[src/rtl/regfile_mp_sb.sv]
// Multi-port register file with per-register busy scoreboard for RAW hazard detection.
// Optional same-cycle write-to-read bypass is enabled by defining REGFILE_BYPASS_EN.
module regfile_mp_sb #(
  parameter int XLEN  = 32,
  parameter int NREGS = 32,
  parameter int NRD   = 2,
  parameter int NWR   = 2,
  localparam int AW   = $clog2(NREGS)
) (
  input  logic                clk,
  input  logic                rst_n,
  input  logic [NRD*AW-1:0]   rd_addr,
  output logic [NRD*XLEN-1:0] rd_data,
  output logic [NRD-1:0]      rd_busy,
  input  logic [NWR-1:0]      wr_en,
  input  logic [NWR*AW-1:0]   wr_addr,
  input  logic [NWR*XLEN-1:0] wr_data,
  input  logic                iss_en,
  input  logic [AW-1:0]       iss_addr,
  input  logic                flush,
  output logic [NREGS-1:0]    busy_vec,
  output logic                wr_conflict
);

  logic [XLEN-1:0]  regs [NREGS];
  logic [NREGS-1:0] busy_q;
  logic [NREGS-1:0] busy_nxt;
  logic [NREGS-1:0] wb_hit;
  logic             conflict_nxt;

  // Later write ports are applied last, so the highest index wins on a collision.
  always_ff @(posedge clk or negedge rst_n) begin
    if (!rst_n) begin
      for (int unsigned i = 0; i < NREGS; i++) regs[i] <= '0;
    end else begin
      for (int unsigned w = 0; w < NWR; w++) begin
        if (wr_en[w] && (wr_addr[w*AW +: AW] != '0))
          regs[wr_addr[w*AW +: AW]] <= wr_data[w*XLEN +: XLEN];
      end
    end
  end

  always_comb begin
    conflict_nxt = 1'b0;
    for (int unsigned a = 0; a < NWR; a++) begin
      for (int unsigned b = a + 1; b < NWR; b++) begin
        if (wr_en[a] && wr_en[b] && (wr_addr[a*AW +: AW] == wr_addr[b*AW +: AW]) &&
            (wr_addr[a*AW +: AW] != '0))
          conflict_nxt = 1'b1;
      end
    end
  end

  always_comb begin
    wb_hit = '0;
    for (int unsigned w = 0; w < NWR; w++) begin
      for (int unsigned i = 1; i < NREGS; i++) begin
        if (wr_en[w] && (wr_addr[w*AW +: AW] == AW'(i))) wb_hit[i] = 1'b1;
      end
    end
  end

  // Issue marking takes priority over writeback: the new producer supersedes the old one.
  always_comb begin
    busy_nxt = busy_q;
    if (flush) begin
      busy_nxt = '0;
    end else begin
      for (int unsigned i = 1; i < NREGS; i++) begin
        if (iss_en && (iss_addr == AW'(i))) busy_nxt[i] = 1'b1;
        else if (wb_hit[i])                 busy_nxt[i] = 1'b0;
      end
    end
    busy_nxt[0] = 1'b0;
  end

  always_ff @(posedge clk or negedge rst_n) begin
    if (!rst_n) begin
      busy_q      <= '0;
      wr_conflict <= 1'b0;
    end else begin
      busy_q      <= busy_nxt;
      wr_conflict <= conflict_nxt;
    end
  end

  assign busy_vec = busy_q;

  always_comb begin
    logic [AW-1:0] ra;
    rd_data = '0;
    rd_busy = '0;
    for (int unsigned p = 0; p < NRD; p++) begin
      ra = rd_addr[p*AW +: AW];
      rd_data[p*XLEN +: XLEN] = regs[ra];
      rd_busy[p]              = busy_q[ra];
`ifdef REGFILE_BYPASS_EN
      for (int unsigned w = 0; w < NWR; w++) begin
        if (wr_en[w] && (wr_addr[w*AW +: AW] != '0) && (wr_addr[w*AW +: AW] == ra)) begin
          rd_data[p*XLEN +: XLEN] = wr_data[w*XLEN +: XLEN];
          rd_busy[p]              = 1'b0;
        end
      end
`endif
    end
  end

endmodule

[config.mk]
export PLATFORM = sky130hd
export DESIGN_NAME = regfile_mp_sb
export DESIGN_NICKNAME = d
export VERILOG_FILES = /design/src/rtl/regfile_mp_sb.sv
export SDC_FILE = /design/constraint.sdc
export NUM_CORES = 2
export LEC_CHECK = 0
export BUFFER_PORTS_ARGS = -buffer_cell sky130_fd_sc_hd__buf_2
export CAP_MARGIN = 20
export CORE_MARGIN = 3
export CORE_UTILIZATION = 47
export CTS_CLUSTER_DIAMETER = 100
export DETAILED_ROUTE_END_ITERATION = 10
export PLACE_DENSITY = 0.72
export REMOVE_ABC_BUFFERS = 1
export SYNTH_ARGS = -nofsm -noshare
export SYNTH_HDL_FRONTEND = slang
export SYNTH_SLANG_ARGS = --single-unit
export TNS_END_PERCENT = 100
[constraint.sdc]
create_clock -name clk -period 3.54 [get_ports clk]
set_input_delay 0 -clock clk [delete_from_list [all_inputs] [get_ports clk]]
set_output_delay 0 -clock clk [all_outputs]
set_load 0.05 [all_outputs]
Word-level counts from Yosys, hierarchy flattened
Index checks and enable logic that the tools add are counted.
{"block": "classes", "n_bitwise": 4, "n_reduce_logical": 133, "eq_ne": 94, "magnitude_cmp": 8, "n_mux": 144}
{"cell": "$bwmux 1024", "n": 2}
{"cell": "$mux 1024", "n": 2}
{"cell": "$bmux 32 s5", "n": 2}
{"cell": "$demux 32 s5", "n": 2}
{"cell": "$eq 5x5->1 const B", "n": 48}
{"cell": "$mux 32", "n": 6}
{"cell": "$mux 1", "n": 127}
{"cell": "$eq 5x4->1 const B", "n": 24}
{"cell": "$logic_and 1x1->1", "n": 100}
{"cell": "$reduce_bool 3->1", "n": 31}
{"cell": "$eq 5x3->1 const B", "n": 12}
{"cell": "$mux 31", "n": 1}
{"cell": "$eq 5x2->1 const B", "n": 6}
{"cell": "$ge 6x6->1 const B", "n": 4}
{"cell": "$not 5->6", "n": 4}
{"cell": "$eq 5x1->1 const B", "n": 3}
{"cell": "$lt 5x6->1 const B", "n": 2}
{"cell": "$lt 6x1->1 const B", "n": 2}
{"cell": "$bmux 1 s5", "n": 2}
{"cell": "$reduce_bool 5->1", "n": 2}
{"cell": "$eq 5x5->1", "n": 1}
{"block": "word_totals", "input_bits": 95, "output_inout_bits": 99, "wordCells": 447, "reg_bits": 1056}

Depth between registers and ports, before layout
{"block": "logic_depth", "word_depth": 9, "depth_mapped": 8}

Least setup slack after synthesis
Ideal clock, no wire load.
{"block": "synth_path", "kind": "input port to output port", "from": "input port rd_addr[2]", "to": "output port rd_data[0]", "path_buffers": 3, "arrival_time_ps": 2411, "cell_stages": 6, "path_slack_ps": 1129, "t_required_ps": 3540, "cell_sequence": "clkbuf_2 or3b_2 buf_1 clkbuf_1 o22ai_1 nor4_1"}
{"block": "synth_between", "elab_chain_cells": 4}
{"item": "start, declared", "line_no": "12", "text": "input logic [NRD*AW-1:0] rd_addr,"}
{"item": "$not 5->6 (implied by the code)", "line_no": "95", "text": "rd_data[p*XLEN +: XLEN] = regs[ra];"}
{"item": "$bmux 32 s5", "line_no": "95"}
{"item": "$mux 32 (implied by the code) (2 in a row)", "line_no": "95"}
{"item": "end, declared", "line_no": "13", "text": "output logic [NRD*XLEN-1:0] rd_data,"}
Every way passes these cells. The select of a mux whose other input is x is not followed.

Worst setup path in the final report
{"block": "layout_path", "from": "input port wr_addr[3]", "to": "register busy_q[3], in the netlist busy_vec[3]"}
{"block": "layout_between", "elab_chain_cells": 5}
{"item": "start, declared", "line_no": "16", "text": "input logic [NWR*AW-1:0] wr_addr,"}
{"item": "$eq 5x2->1", "line_no": "58", "text": "if (wr_en[w] && (wr_addr[w*AW +: AW] == AW'(i))) wb_hit[i] = 1'b1;"}
{"item": "$logic_and 1x1->1", "line_no": "58"}
{"item": "$mux 1 (2 in a row)", "line_no": "58"}
{"item": "$reduce_bool 3->1 (no source line)"}
{"item": "end signal, assigned", "line_no": "82", "text": "busy_q <= busy_nxt;"}
{"item": "end, declared", "line_no": "26", "text": "logic [NREGS-1:0] busy_q;"}
Every way passes these cells.
A chain may end at the register's enable or synchronous reset.

==> results.yml <==
pwr:
  p_seq_share_pct: 43.3
  p_switching_uw: 12900
  p_int_uw: 28300
  p_clk_share_pct: 31.5
  sw_frac_of_total_pct: 31.3
  peakVddDrop_v: 0.000415
  powerDensity_nw_per_um2: 577
  comb_power_share_pct: 25.2
  p_leak_uw: 0.0304
clock_tree:
  cts_tree: "yes"
  clk_latency_ns: 0.74
  cts.sinks: 1056
  cts_hold_buf: 125
  cts_resized: 0
  post_cts_buffers: 0
  clk_path_buf_depth: 3
  clock-root-buffer: "clkbuf_16"
  h-tree-depth: 3
  numCtsBuffers: 112
  clk_pin_slew_ns: 0.06
setup_path:
  crit_fanout: 19
  cp_top_family: "buffers and inverters"
  startpoint_type: "input port"
  slowest_delay_ns: 0.59
  path_cells: "dlygate4sd3_1, buf_2, nor4b_4, nand3_1, a32oi_1, dlygate4sd3_1, nor2_1, dlygate4sd3_1"
  path_buf_inv: 4
  required_ns: 4.18
  cpMostUsedCell: "dlygate4sd3_1"
  critPathCaptureType: "register"
  crit_slowest_cell: "dlygate4sd3_1"
  path_class: "input port to register"
  arrival_ns: 3.37
die:
  die_w_um: 377
  io_pins: 194
  start_util_pct: 47.5
  rows: 135
  core_um2: 136000
  dieArea_um2: 142000
  die_y_um: 377
grt:
  overflow: 0
  grt_pass1_wl_um: 349000
  antenna_found_initial: 5
  grt_pass1_vias: 52400
  grtUsageTotal_pct: 32.8
  grt_max_degree: 89
final_layout:
  fillCellCount: 11500
  syn_to_final_growth_pct: 10.2
  nets: 5934
  drive_gt1_share_pct: 19.7
drt:
  viasPerCell: 6.87
  drtPass1Iterations: 9
  wirelength_um: 236000
  antenna_left: 0
  routedWlPerCell_um: 30.6
  drtIter0Drc: 7692
  num_vias: 53000
  route.detailed.drc: 0
sta:
  finalClockSkew_ns: 0
  final-setup-viol-count: 0
  drv_slew: 0
  tightest_slew_ns: 1.16
  tns_ns: 0
  slew_headroom_pct: 22.7
  fmax_mhz: 367
  post-route-period-util_pct: 77.1
  min_period_ns: 2.73
  hold_viol_final: 0
  rsz0062_at_grt: "false"
  whs_ns: 0.0524
yosys:
  yosys-top-cells-area: "dfrtp_1 41%, mux4_2 18%, mux2i_1 14%"
  synth_area_um2: 64700
  syn_inst: 5997
  ys_types: 60
  synth.top_cell.area_share_pct: 40.8
  avgSynthCellArea_um2: 10.8
  synth_flop_cell: "dfrtp_1"
  ys_ff_latch: 1056
  yosys.area.top_type: "dfrtp_1"
  synth_edf_count: 0
  synthArstFlopShare_pct: 100
  ys_warn_count: 0
  synth_seq_area_share_pct: 40.8
hold_path:
  hold_path_class: "input port to register"
placed_design:
  io_buffers: 192
  hpwl_um: 139000
  gp_congestion: 0.906
run_status:
  status: "complete, no violations"
run:
  drv_cap: 0
==> stage by stage <==
step | worst slack [ns] | cells | power [uW] | area (um2) | utilization (%)
global route | 0.753 | 7718 | 42800 | 71300 | 52.4
detailed placement | 1.02 | 7381 | 27800 | 66000 | 48.5
finish | 0.812 | 7719 | 41200 | 71300 | 52.4
floorplan | 1.08 | 5243 | 24200 | 60600 | -
CTS | 0.839 | 7716 | 40900 | 71300 | 52.4
global placement | 1.04 | 7381 | 27300 | 66000 | 48.5
==> per-layer routing <==
| metal | share of wire, % | GRT usage (%) |
|---|---|---|
| met5 | 0.098 | 1.13 |
| met1 | 35 | 40.9 |
| met3 | 13 | 10.7 |
| met2 | 45 | 49.7 |
| met4 | 7.2 | 19.8 |
==> state kept, by name, indices dropped and copies added (netlist names) <==
register     count
wr_conflict      1
busy_vec        31
regs          1024
==> cells in the final DEF, fill, tap and decap left out, types with 5 or more instances in the layout <==
cell,instances
and4b_1,6
clkbuf_1,16
buf_12,49
xnor2_1,5
nor2b_1,13
bufinv_16,15
nand2b_1,9
nand2_2,6
dfrtp_1,1056
buf_8,5
nor2_1,812
nand2_4,25
clkbuf_16,114
nand2_1,434
mux2_2,5
a21oi_1,672
nor4_1,65
buf_2,187
mux2i_1,901
nand3_1,9
mux4_2,521
o21ai_1,70
dlygate4sd3_1,124
a32oi_1,29
and2_4,6
clkbuf_8,32
nand3b_1,6
o22ai_1,258
o21ai_0,154
nor2_4,12
clkinv_2,24
nand3_4,7
buf_4,116
a31oi_1,96
==> power by group through the flow <==
stage               Combinational [uW]  Clock (uW)  Sequential [uW]
detailed placement               10100           0            17800
CTS                              10300       13000            17600
global route                     11200       13500            18100
finish                           10400       13000            17800
floorplan                         7370           0            16800
global placement                  9720           0            17600
==> synthesized netlist by cell type, types with 12 or more instances <==
| cell type | number |
|---|---|
| mux4_2 | 521 |
| o22ai_1 | 258 |
| nor2_1 | 812 |
| clkbuf_1 | 292 |
| o21ai_0 | 154 |
| buf_4 | 64 |
| mux2i_1 | 901 |
| nand2b_1 | 12 |
| nor2b_1 | 13 |
| nand3_1 | 20 |
| nand2_1 | 457 |
| buf_6 | 95 |
| a31oi_1 | 96 |
| o21ai_1 | 70 |
| a21oi_1 | 672 |
| nor4_1 | 65 |
| a32oi_1 | 29 |
| buf_1 | 60 |
| buf_2 | 229 |
| dfrtp_1 | 1056 |
==> cell families after synthesis <==
group / Yosys count / synth area share (%)
buf+inv: 755 / 6.45
flops: 1056 / 40.8
mux: 1429 / 32.2
simple gates: 1460 / 9.56
xor+xnor: 5 / 0.0676
compound gates: 1291 / 10.9
other cells: 1 / 0.00579
==> worst min-delay path, stage by stage <==
cell and delay, ns:
buf_2 0.21, nand3_1 0.27, mux2i_1 0.11, a21oi_1 0.15
==> cell type report <==
cell class	count	area, um2	area share (%)
antenna	3	7.51	0.0105
multi-input combinational	4186	34500	48.4
sequential	1056	26400	37.0
inverter	1	3.75	0.00526
timing repair buffer	482	4130	5.79
clock inverter	48	677	0.949
clock buffer	162	3350	4.70
tap	1781	2230	3.12
==> final timing paths <==
kind                              from          end  slack [ns]  cells after the start
max reg2reg                busy_vec[3]  busy_vec[3]        1.52                      4
max                         wr_addr[3]  busy_vec[3]        0.81                      8
min                         wr_addr[0]    regs[543]        0.05                      4
min in group asynchronous        rst_n    regs[971]        0.21                      3
max in group asynchronous        rst_n    regs[469]        2.62                      4
min reg2reg                 regs[1005]   regs[1005]        0.40                      0
No activity file was read; power rests on OpenSTA's default activity.
